<file path="config.mk">
export PLATFORM = sky130hd
export DESIGN_NAME = dram_arbiter
export DESIGN_NICKNAME = d
export VERILOG_FILES = /design/src/rtl/dram_arbiter.sv
export SDC_FILE = /design/constraint.sdc
export NUM_CORES = 1
export LEC_CHECK = 0
export BUFFER_PORTS_ARGS = -buffer_cell sky130_fd_sc_hd__buf_4
export CORE_AREA = 2 2 91 93
export DETAILED_ROUTE_END_ITERATION = 16
export DIE_AREA = 0 0 93 95
export GPL_TIMING_DRIVEN = 0
export PLACE_DENSITY = 0.86
export SYNTH_ARGS = -nofsm -noshare
export SYNTH_HDL_FRONTEND = slang
export SYNTH_SLANG_ARGS = --single-unit
</file>
<file path="constraint.sdc">
create_clock -name clk -period 2.4 [get_ports clk]
set_input_delay 0.48 -clock clk [delete_from_list [all_inputs] [get_ports clk]]
set_output_delay 0.48 -clock clk [all_outputs]
set_load 0.01 [all_outputs]
</file>
<file path="src/rtl/dram_arbiter.sv">
// Round-robin arbiter that serialises per-core read/write requests onto one shared DRAM port.
// Optional macro DRAM_ARB_FIXED_PRIO_EN replaces round-robin with fixed priority (core 0 highest).
module dram_arbiter #(
    parameter int NUM_CORES  = 4,
    parameter int ADDR_W     = 16,
    parameter int DATA_W     = 16,
    parameter int RD_LATENCY = 1
) (
    input  logic                        clk,
    input  logic                        rst_n,
    input  logic [NUM_CORES-1:0]        req,
    input  logic [NUM_CORES-1:0]        req_wren,
    input  logic [NUM_CORES*ADDR_W-1:0] req_addr,
    input  logic [NUM_CORES*DATA_W-1:0] req_wdata,
    input  logic [DATA_W-1:0]           mem_rdata,
    output logic [ADDR_W-1:0]           mem_addr,
    output logic [DATA_W-1:0]           mem_wdata,
    output logic                        mem_wren,
    output logic [NUM_CORES-1:0]        gnt,
    output logic [NUM_CORES-1:0]        ack,
    output logic [DATA_W-1:0]           rdata,
    output logic                        busy
);
    localparam int PTR_W = (NUM_CORES > 2) ? $clog2(NUM_CORES) : 1;
    localparam int CNT_W = (RD_LATENCY > 2) ? $clog2(RD_LATENCY) : 1;

    typedef enum logic [1:0] {IDLE, GRANT, WAIT, ACK} state_t;

    state_t             state_q, state_d;
    logic [PTR_W-1:0]   winIdx_q, winIdx_d;
    logic [ADDR_W-1:0]  addr_q, addr_d;
    logic [DATA_W-1:0]  wdata_q, wdata_d;
    logic               wren_q, wren_d;
    logic [CNT_W-1:0]   cnt_q, cnt_d;
    logic [DATA_W-1:0]  rdata_q, rdata_d;
`ifndef DRAM_ARB_FIXED_PRIO_EN
    logic [PTR_W-1:0]   ptr_q, ptr_d;
`endif

    logic [ADDR_W-1:0]  coreAddr  [NUM_CORES];
    logic [DATA_W-1:0]  coreWdata [NUM_CORES];
    logic               found;
    logic [PTR_W-1:0]   selIdx;
    logic [PTR_W-1:0]   cand;

    for (genvar g = 0; g < NUM_CORES; g++) begin : gUnpack
        assign coreAddr[g]  = req_addr[g*ADDR_W +: ADDR_W];
        assign coreWdata[g] = req_wdata[g*DATA_W +: DATA_W];
    end

    // Winner search: first set request starting at the pointer (or at core 0), with wrap.
    always_comb begin
        found  = 1'b0;
        selIdx = '0;
        cand   = '0;
        for (int i = 0; i < NUM_CORES; i++) begin
`ifdef DRAM_ARB_FIXED_PRIO_EN
            cand = PTR_W'(i);
`else
            cand = PTR_W'((int'(ptr_q) + i) % NUM_CORES);
`endif
            if (!found && req[cand]) begin
                found  = 1'b1;
                selIdx = cand;
            end
        end
    end

    always_comb begin
        state_d  = state_q;
        winIdx_d = winIdx_q;
        addr_d   = addr_q;
        wdata_d  = wdata_q;
        wren_d   = wren_q;
        cnt_d    = cnt_q;
        rdata_d  = rdata_q;
`ifndef DRAM_ARB_FIXED_PRIO_EN
        ptr_d    = ptr_q;
`endif
        case (state_q)
            IDLE: begin
                if (found) begin
                    winIdx_d = selIdx;
                    addr_d   = coreAddr[selIdx];
                    wdata_d  = coreWdata[selIdx];
                    wren_d   = req_wren[selIdx];
                    state_d  = GRANT;
                end
            end
            GRANT: begin
                if (wren_q) begin
                    state_d = ACK;
                end else begin
                    cnt_d   = CNT_W'(RD_LATENCY - 1);
                    state_d = WAIT;
                end
            end
            WAIT: begin
                if (cnt_q == '0) begin
                    rdata_d = mem_rdata;
                    state_d = ACK;
                end else begin
                    cnt_d = cnt_q - CNT_W'(1);
                end
            end
            ACK: begin
`ifndef DRAM_ARB_FIXED_PRIO_EN
                ptr_d = PTR_W'((int'(winIdx_q) + 1) % NUM_CORES);
`endif
                state_d = IDLE;
            end
            default: state_d = IDLE;
        endcase
    end

    always_ff @(posedge clk or negedge rst_n) begin
        if (!rst_n) begin
            state_q  <= IDLE;
            winIdx_q <= '0;
            addr_q   <= '0;
            wdata_q  <= '0;
            wren_q   <= 1'b0;
            cnt_q    <= '0;
            rdata_q  <= '0;
`ifndef DRAM_ARB_FIXED_PRIO_EN
            ptr_q    <= '0;
`endif
        end else begin
            state_q  <= state_d;
            winIdx_q <= winIdx_d;
            addr_q   <= addr_d;
            wdata_q  <= wdata_d;
            wren_q   <= wren_d;
            cnt_q    <= cnt_d;
            rdata_q  <= rdata_d;
`ifndef DRAM_ARB_FIXED_PRIO_EN
            ptr_q    <= ptr_d;
`endif
        end
    end

    // Address, write data and read data hold their last values while idle.
    always_comb begin
        gnt = '0;
        ack = '0;
        if (state_q != IDLE) gnt[winIdx_q] = 1'b1;
        if (state_q == ACK)  ack[winIdx_q] = 1'b1;
    end

    assign mem_wren  = (state_q == GRANT) && wren_q;
    assign mem_addr  = addr_q;
    assign mem_wdata = wdata_q;
    assign rdata     = rdata_q;
    assign busy      = (state_q != IDLE);

endmodule

</file>
Word-level counts from Yosys, hierarchy flattened
Cells that the tools add are included.

Bits of input ports: 154. Register bits: 56. Output and inout bits: 58.

Bitwise logic cells: 2. Mux-type cells: 35. Reductions and logical operators: 15. Add/sub/neg operators: 5. Magnitude comparators: 8. Eq/ne operators: 6.

Operators by type and width (count): 16-bit binary-select mux with 2-bit select (2); 16-bit two-way mux (4); 2-bit by 3-bit < comparator with 1-bit output (second input constant) (6); 1-bit two-way mux (13); 2-bit two-way mux (6); 1-bit binary-select mux with 2-bit select (5); 4-bit two-way mux (2); 2-bit one-hot mux with 4 select lines (1); 2-bit AND reduction (4); 2-bit inequality test (second input constant) (3); 1-bit logical AND (5); 2-bit by 1-bit adder with 2-bit output (second input constant) (2); 2-bit adder (second input constant) (2); 2-bit == test (second input constant) (2); 2-bit nonzero test (2); 3-bit greater-or-equal comparator (second input constant) (1); 1-bit zero test (3); 2-bit inverter with 3-bit output (1); 1-bit demux with 2-bit select (1); 2-bit by 1-bit == test with 1-bit output (second input constant) (1); 2-bit by 1-bit greater-or-equal comparator with 1-bit output (second input constant) (1); 2-bit zero test (1); 1-bit one-hot mux with 2 select lines (1); 1-bit inverter (1); 1-bit subtractor (second input constant) (1).

Logic depth before layout (Yosys ltp)
Gate-level depths: netlist of run 1.

Depth after elaboration: 16. Depth in mapped cells: 8. Gate-level depth less buffers: 6.

Worst setup path before layout of run 1
Ideal clock, no wire load.

Path kind: reg-to-reg. Start point: register state_q[0]. End point: register addr_q[0], in the netlist mem_addr[0]. Data arrival time: 1.774 ns. Library setup time: 0.086 ns. Setup slack: 0.541 ns. Buffers on the path: 3. Stages on the path, launching flop included: 9. Cells stage by stage: dfrtp_1 -> inv_1 -> ha_1 -> nand2b_1 -> buf_6 -> or3_1 -> buf_6 -> buf_6 -> o221ai_2.

Cells in the longest elaborated chain, start to end: 2.

RTL lines: from (decl) (line 29) `state_t state_q, state_d;`; from (signal assigned) (line 129) `state_q <= state_d;`; 2-bit zero test (line 80) `case (state_q)`; 2-bit AND reduction (no source line); to (signal assigned) (line 131) `addr_q <= addr_d;`; to (decl) (line 31) `logic [ADDR_W-1:0] addr_q, addr_d;`.

No other way between the ends. A chain may end at the register's enable or synchronous reset.

Final worst setup path of run 1
Start point: register state_q[1]. End point: register addr_q[1], in the netlist mem_addr[1].

Same word-level chain as after synthesis.

==> tab_implementation.tex, run 1 <==
\begin{tabular}{lr}
\hline
Metric & Value \\
\hline
\multicolumn{2}{l}{\textbf{Outcome}} \\
Outcome & complete, no violations \\
\multicolumn{2}{l}{\textbf{Worst setup path}} \\
Peak fanout along the critical path & 10 \\
Worst path arrival time & 2300 ps \\
Crit. End Element & register \\
CP cell instances & inv\_1, ha\_1, nand2b\_1, buf\_6, or3\_1, buf\_6, buf\_6, o221ai\_2 \\
Top cell by count, worst path & buf\_6 \\
Reg-to-reg slack, setup & 320 ps \\
Endpoint required time on the critical path & 2620 ps \\
Worst setup startpoint & state\_q[1]\$\_DFFE\_PN0P\_ \\
Critical path destination & mem\_addr[1]\$\_DFFE\_PN0P\_ \\
Classification of the worst setup path & register to register \\
Kind of launch point of the worst setup path & register \\
Crit-path slowest cell & dfrtp\_1 \\
Maximum cell stage delay along the critical path & 430 ps \\
R2R depth & 8 \\
Reg2Reg Launch Point & state\_q[1]\$\_DFFE\_PN0P\_ \\
Endpoint of the worst-slack reg-to-reg timing path & mem\_addr[1]\$\_DFFE\_PN0P\_ \\
\multicolumn{2}{l}{\textbf{Power and ir drop}} \\
Psw & 2.25 mW \\
Relative contribution of sequential cells to total power & 0.292 \\
Internal power & 3.55 mW \\
Max rail drop VDD & 0.000630 V \\
Leakage power summed over all cells & 2.62 nW \\
Switching part of the total power & 0.388 \\
Part of the total power dissipated in the clock network & 0.125 \\
Comb pwr share & 0.583 \\
Power per unit of standard cell area & 1120 nW/µm² \\
\multicolumn{2}{l}{\textbf{Floorplan}} \\
Die W & 93 µm \\
Initial cell density of the core & 0.417 \\
CORE AREA & 7930 µm² \\
Die Height & 95 µm \\
Cell Rows & 33 \\
Number of top-level pins & 212 \\
Die Footprint & 8840 µm² \\
\multicolumn{2}{l}{\textbf{Clock tree}} \\
Max Buffers Root-to-Sink & 2 \\
H-Tree Level Count & 2 \\
Number of hold buffers added after cts & 0 \\
Post-CTS Setup Inserts & 0 \\
TritonCTS clock tree & done \\
Clock root buffer & clkbuf\_8 \\
Clk slew on worst S/H paths & 110 ps \\
Post-cts resize count & 0 \\
Clock tree sinks & 55 \\
Clock Latency Late Sink & 310 ps \\
Number of clock buffers inserted by TritonCTS & 5 \\
\multicolumn{2}{l}{\textbf{Logic synthesis}} \\
Synth Cell Area & 3310 µm² \\
Sequential share of the synthesized area & 0.416 \\
Count of state elements after synthesis & 55 \\
Synthesized area divided by synthesized cell count & 12.1 µm² \\
Count of cell types in the netlist & 27 \\
Synthesized netlist cell count & 273 \\
Yosys warnings & 0 \\
Net Count, Synth & 435 \\
\multicolumn{2}{l}{\textbf{GRT}} \\
Antenna violations before repair & 0 \\
First-pass GRT wire length & 15.5 mm \\
Aggregate global routing overflow & 0 \\
Maximum number of pins on one net before global-route repair & 56 \\
Total Routing Usage GR & 0.224 \\
Via count of the first global-routing pass & 3272 \\
\multicolumn{2}{l}{\textbf{STA}} \\
Tightest hold margin & 218 ps \\
Slew Limit Headroom & 0.512 \\
Pin slew with the least headroom to its limit & 732 ps \\
Minimum clock period after layout & 2080 ps \\
Highest clock rate & 482 MHz \\
Setup\_tns & 0 ps \\
Portion of the clock cycle consumed by the worst path in the final layout & 0.865 \\
Number of setup violations in the final report & 0 \\
Unrepaired setup endpoints after global routing & no \\
Total count of hold-check failures in the final report & 0 \\
Final count of pins violating max slew & 0 \\
Worst-case clock skew & 7.00 ps \\
\multicolumn{2}{l}{\textbf{Finish}} \\
Most common cell after layout, fill and taps aside & buf\_4 \\
Multi-input gate area & 1750 µm² \\
Sequential standard cell area & 1380 µm² \\
Final net count & 653 \\
Commonest cells after routing, fill and taps aside & buf\_4, mux2i\_1, dfrtp\_1 \\
Area Overhead vs Synth & 56.0\% \\
Filler cells & 652 \\
\# diodes & 0 \\
Fraction of layout cells with a size suffix above 1 & 0.571 \\
\multicolumn{2}{l}{\textbf{Placement}} \\
Number of buffers inserted by port buffering & 211 \\
Global placement routability congestion & 0.831 \\
HPWL after detailed placement & 8.32 mm \\
\multicolumn{2}{l}{\textbf{Worst hold path}} \\
Type of the tightest min-delay check & primary input to asynchronous set/reset pin \\
\multicolumn{2}{l}{\textbf{Drt}} \\
Overall via count from detail\_route & 3077 \\
Vias per Instance & 5.15 \\
Total detailed-routing wirelength & 10.3 mm \\
First-pass detailed-route iteration total & 4 \\
Number of remaining DRC errors & 0 \\
Antenna Violating Nets Remaining & 0 \\
1st-iter DRT viols & 102 \\
Final routed wire length divided by cell count & 17.3 µm \\
\multicolumn{2}{l}{\textbf{Run}} \\
Number of max-cap violations & 0 \\
\hline
\end{tabular}
==> sequential cells by signal, indices dropped and copies added, names as in the netlist <==
| name | flops |
|---|---|
| mem_addr | 16 |
| rdata | 16 |
| winIdx_q | 2 |
| ptr_q | 2 |
| state_q | 2 |
| mem_wdata | 16 |
| wren_q | 1 |
==> per-layer routing <==
layer | track usage | up-vias | part of all wire
li1 | - | 1444 | -
met1 | 0.242 | 1488 | 0.36
met2 | 0.432 | 139 | 0.55
met3 | 0.0623 | 6 | 0.086
met4 | 0.0551 | 0 | 0.0079
met5 | 0 | - | 0
==> cell usage after synthesis <==
library cell	number	area share
a21boi_1	1	0.0023
a21oi_1	2	0.0030
a311oi_1	1	0.0026
and2_1	5	0.0095
buf_1	1	0.0011
buf_2	5	0.0076
buf_4	1	0.0023
buf_6	9	0.031
clkbuf_1	4	0.0045
dfrtp_1	55	0.42
ha_1	8	0.030
inv_1	7	0.0079
mux2_2	17	0.058
mux2_4	1	0.0045
mux2i_1	66	0.20
nand2_1	37	0.042
nand2b_1	1	0.0019
nor2_1	2	0.0023
nor2b_1	5	0.0095
nor4_1	1	0.0019
o21ai_0	4	0.0061
o21ai_1	3	0.0045
o221ai_1	5	0.013
o221ai_2	29	0.13
or2b_1	1	0.0023
or3_1	1	0.0019
or3b_1	1	0.0026
==> cells by family (layout without fill, tap and decap cells) <==
| kind of cell | Yosys count | in the layout | share of synthesized area |
|---|---|---|---|
| DFF | 55 | 55 | 0.416 |
| muxes | 84 | 84 | 0.262 |
| adders and majority gates | 8 | 8 | 0.0303 |
| buffers and inverters | 27 | 246 | 0.0541 |
| AOI/OAI and AO/OA | 45 | 45 | 0.163 |
| and+or+nand+nor | 54 | 54 | 0.0738 |
==> power by group through the flow <==
stage               clock, mW  combinational (mW)  sequential [mW]
finish                  0.727                3.38             1.69
CTS                     0.755                3.43             1.69
global route            0.790                3.65             1.74
floorplan                   0                1.86             1.85
global placement            0                3.32             1.68
detailed placement          0                3.43             1.71
==> worst min path at each step <==
stage | startpoint | end | slack [ps] | depth (start not counted)
after floorplan | rst_n | mem_addr[0]$_DFFE_PN0P_ | 180 | 0
after global placement | mem_wdata[11]$_DFFE_PN0P_ | mem_wdata[11]$_DFFE_PN0P_ | 470 | 2
after detailed placement | mem_wdata[7]$_DFFE_PN0P_ | mem_wdata[7]$_DFFE_PN0P_ | 480 | 2
after CTS | rst_n | rdata[3]$_DFFE_PN0N_ | 250 | 1
after global routing | rst_n | rdata[1]$_DFFE_PN0N_ | 270 | 1
final | rst_n | rdata[3]$_DFFE_PN0N_ | 220 | 1
==> per-stage QoR <==
stage | cell area, µm² | std cells | worst slack, ps | utilization | power (mW)
detailed placement | 5020 | 589 | 142 | 0.634 | 5.14
finish | 5160 | 597 | 324 | 0.651 | 5.80
floorplan | 3310 | 273 | 541 | - | 3.70
CTS | 5160 | 597 | 312 | 0.651 | 5.88
global route | 5160 | 597 | 227 | 0.651 | 6.18
global placement | 5020 | 589 | 174 | 0.634 | 5.00
==> critical path, delay by kind of cell, from the launching register on <==
family | cells | cell delay (ps)
adder cells (fa/ha/maj) | 1 | 320
flip-flops | 1 | 430
AND/OR/NAND/NOR | 2 | 490
AO/OA/AOI/OAI | 1 | 190
buffers and inverters | 4 | 570
==> area by class of cell <==
class,count,share of cell area
inverter,7,0.00509
buffer,20,0.0296
multi-input combinational,191,0.340
clock inverter,3,0.0131
clock buffer,5,0.0133
timing repair buffer,211,0.307
sequential,55,0.267
tap,105,0.0255
Note: power is estimated with default switching activity, not from simulation.
==> run 2: changes to the inputs <==
--- a/config.mk
+++ b/config.mk
@@ -5,12 +5,14 @@
 export SDC_FILE = /design/constraint.sdc
 export NUM_CORES = 1
 export LEC_CHECK = 0
+export ABC_AREA = 0
 export BUFFER_PORTS_ARGS = -buffer_cell sky130_fd_sc_hd__buf_4
 export CORE_AREA = 2 2 91 93
 export DETAILED_ROUTE_END_ITERATION = 16
 export DIE_AREA = 0 0 93 95
 export GPL_TIMING_DRIVEN = 0
 export PLACE_DENSITY = 0.86
+export RECOVER_POWER = 50
 export SYNTH_ARGS = -nofsm -noshare
 export SYNTH_HDL_FRONTEND = slang
 export SYNTH_SLANG_ARGS = --single-unit
==> run 2 against run 1 <==
Clock skew is essentially flat. Highest routed layer unchanged. Hold slack gained 180 ps. Total power decreased by 3.1%. Largest power group unchanged.
==> tab_implementation.tex, run 2 (synthesized netlist as in run 1, its figures left out) <==
\begin{tabular}{lr}
\hline
Metric & Value \\
\hline
\multicolumn{2}{l}{\textbf{Finish}} \\
Area Overhead vs Synth & 52.9\% (was 56.0\%) \\
Most common cell after layout, fill and taps aside & buf\_4 (unchanged) \\
Fraction of layout cells with a size suffix above 1 & 0.516 (was 0.571) \\
Commonest cells after routing, fill and taps aside & buf\_4, mux2i\_1, dfrtp\_1 (unchanged) \\
\# diodes & 0 (unchanged) \\
Final net count & 653 (unchanged) \\
\multicolumn{2}{l}{\textbf{STA}} \\
Tightest hold margin & 397 ps (was 218 ps) \\
Total count of hold-check failures in the final report & 0 (unchanged) \\
Portion of the clock cycle consumed by the worst path in the final layout & 0.866 (was 0.865) \\
Unrepaired setup endpoints after global routing & no (unchanged) \\
Final count of pins violating max slew & 0 (unchanged) \\
Setup\_tns & 0 ps (unchanged) \\
Number of setup violations in the final report & 0 (unchanged) \\
Worst-case clock skew & 7.01 ps (was 7.00 ps) \\
Minimum clock period after layout & 2080 ps (about the same) \\
Slew Limit Headroom & 0.0428 (was 0.512) \\
Pin slew with the least headroom to its limit & 1440 ps (was 732 ps) \\
Highest clock rate & 481 MHz (was 482 MHz) \\
\multicolumn{2}{l}{\textbf{Floorplan}} \\
Die Height & 95 µm (unchanged) \\
CORE AREA & 7930 µm² (unchanged) \\
Die W & 93 µm (unchanged) \\
Initial cell density of the core & 0.417 (unchanged) \\
Die Footprint & 8840 µm² (unchanged) \\
Cell Rows & 33 (unchanged) \\
Number of top-level pins & 212 (unchanged) \\
\multicolumn{2}{l}{\textbf{Worst setup path}} \\
Peak fanout along the critical path & 10 (unchanged) \\
Maximum cell stage delay along the critical path & 430 ps (about the same) \\
Crit. End Element & register (unchanged) \\
Endpoint required time on the critical path & 2620 ps (about the same) \\
Classification of the worst setup path & register to register (unchanged) \\
Top cell by count, worst path & buf\_6 (unchanged) \\
Worst path arrival time & 2300 ps (about the same) \\
CP cell instances & inv\_1, ha\_1, nand2b\_1, buf\_6, or3\_1, buf\_6, buf\_6, o221ai\_2 (unchanged) \\
Crit-path slowest cell & dfrtp\_1 (unchanged) \\
Kind of launch point of the worst setup path & register (unchanged) \\
\multicolumn{2}{l}{\textbf{Drt}} \\
Overall via count from detail\_route & 3077 (unchanged) \\
Total detailed-routing wirelength & 10.4 mm (was 10.3 mm) \\
Final routed wire length divided by cell count & 17.4 µm (was 17.3 µm) \\
Antenna Violating Nets Remaining & 0 (unchanged) \\
Vias per Instance & 5.15 (unchanged) \\
1st-iter DRT viols & 96 (was 102) \\
First-pass detailed-route iteration total & 4 (unchanged) \\
Number of remaining DRC errors & 0 (unchanged) \\
\multicolumn{2}{l}{\textbf{Clock tree}} \\
Post-cts resize count & 0 (unchanged) \\
Post-CTS Setup Inserts & 0 (unchanged) \\
Clock Latency Late Sink & 310 ps (about the same) \\
Max Buffers Root-to-Sink & 2 (unchanged) \\
Number of clock buffers inserted by TritonCTS & 5 (unchanged) \\
TritonCTS clock tree & done (unchanged) \\
Number of hold buffers added after cts & 0 (unchanged) \\
H-Tree Level Count & 2 (unchanged) \\
Clock root buffer & clkbuf\_8 (unchanged) \\
Clk slew on worst S/H paths & 110 ps (about the same) \\
Clock tree sinks & 55 (unchanged) \\
\multicolumn{2}{l}{\textbf{Outcome}} \\
Outcome & complete, no violations (unchanged) \\
\multicolumn{2}{l}{\textbf{GRT}} \\
Maximum number of pins on one net before global-route repair & 56 (unchanged) \\
Total Routing Usage GR & 0.224 (unchanged) \\
Aggregate global routing overflow & 0 (unchanged) \\
Antenna violations before repair & 0 (unchanged) \\
Via count of the first global-routing pass & 3272 (unchanged) \\
First-pass GRT wire length & 15.5 mm (unchanged) \\
\multicolumn{2}{l}{\textbf{Placement}} \\
Number of buffers inserted by port buffering & 211 (unchanged) \\
HPWL after detailed placement & 8.32 mm (unchanged) \\
Global placement routability congestion & 0.831 (unchanged) \\
\multicolumn{2}{l}{\textbf{Power and ir drop}} \\
Internal power & 3.37 mW (was 3.55 mW) \\
Part of the total power dissipated in the clock network & 0.130 (was 0.125) \\
Relative contribution of sequential cells to total power & 0.301 (was 0.292) \\
Comb pwr share & 0.570 (was 0.583) \\
Switching part of the total power & 0.400 (was 0.388) \\
Power per unit of standard cell area & 1110 nW/µm² (was 1120 nW/µm²) \\
Max rail drop VDD & 0.000587 V (was 0.000630 V) \\
Total power & 5.62 mW (was 5.80 mW) \\
Psw & 2.25 mW (about the same) \\
Leakage power summed over all cells & 2.52 nW (was 2.62 nW) \\
\multicolumn{2}{l}{\textbf{Run}} \\
Number of max-cap violations & 0 (unchanged) \\
\multicolumn{2}{l}{\textbf{Worst hold path}} \\
Type of the tightest min-delay check & primary input to register (was primary input to asynchronous set/reset pin) \\
\hline
\end{tabular}
-- run 2: cell types whose count changed in the layout (fill, tap and decap cells not counted), sizes merged --
cell / before / now
clkbuf: 9 / 37
buf: 227 / 199
-- run 2: area by class of cell --
| cell class | count | area, µm² |
|---|---|---|
| Inverter | 7 | 26.3 |
| Clock buffer | 5 | 68.8 |
| Timing Repair Buffer | 211 | 1480 |
| Clock inverter | 3 | 67.6 |
| Fill cell | 677 | 2870 |
| Multi-Input combinational cell | 191 | 1750 |
| Buffer | 20 | 153 |
| Tap cell | 105 | 131 |
| Sequential cell | 55 | 1380 |
-- run 2: final timing paths --
kind                                       endpoint  slack, ps  cells after the start                      from
max in group asynchronous   mem_addr[8]$_DFFE_PN0P_       1040                      1                     rst_n
setup / recovery            mem_addr[1]$_DFFE_PN0P_        320                      8    state_q[1]$_DFFE_PN0P_
min in group asynchronous      rdata[3]$_DFFE_PN0N_        500                      1                     rst_n
setup reg to reg            mem_addr[1]$_DFFE_PN0P_        320                      8    state_q[1]$_DFFE_PN0P_
hold / removal                 rdata[8]$_DFFE_PN0N_        400                      2              mem_rdata[8]
hold reg to reg            mem_wdata[7]$_DFFE_PN0P_        500                      2  mem_wdata[7]$_DFFE_PN0P_
-- run 2: per-stage QoR --
stage,cells,util,worst slack (ps),area (µm²)
after detailed placement,589,0.634,142,5020
after CTS,597,0.651,312,5160
after global placement,589,0.634,174,5020
after global routing,597,0.638,227,5050
after floorplan,273,-,541,3310
final,597,0.638,322,5050
-- run 2: power groups by stage --
stage	Clock, mW	Combinational (mW)	Sequential, mW
final	0.728	3.20	1.69
after global routing	0.790	3.47	1.74
after CTS	0.755	3.43	1.69
after detailed placement	0	3.43	1.71
after global placement	0	3.32	1.68
after floorplan	0	1.86	1.85
-- run 2: worst max-delay path: cells and delay by family (launching register included) --
kind                     cells  cell delay [ps]
adder cells (fa/ha/maj)      1              320
buffers and inverters        4              570
flip-flops                   1              430
AND/OR/NAND/NOR              2              490
AO/OA/AOI/OAI                1              190
-- run 2: per-layer routing --
layer,global-route usage,share of wire,vias up
met3,0.0623,0.081,6
li1,-,-,1446
met2,0.432,0.55,129
met5,0,0,-
met4,0.0551,0.0079,0
met1,0.242,0.37,1496
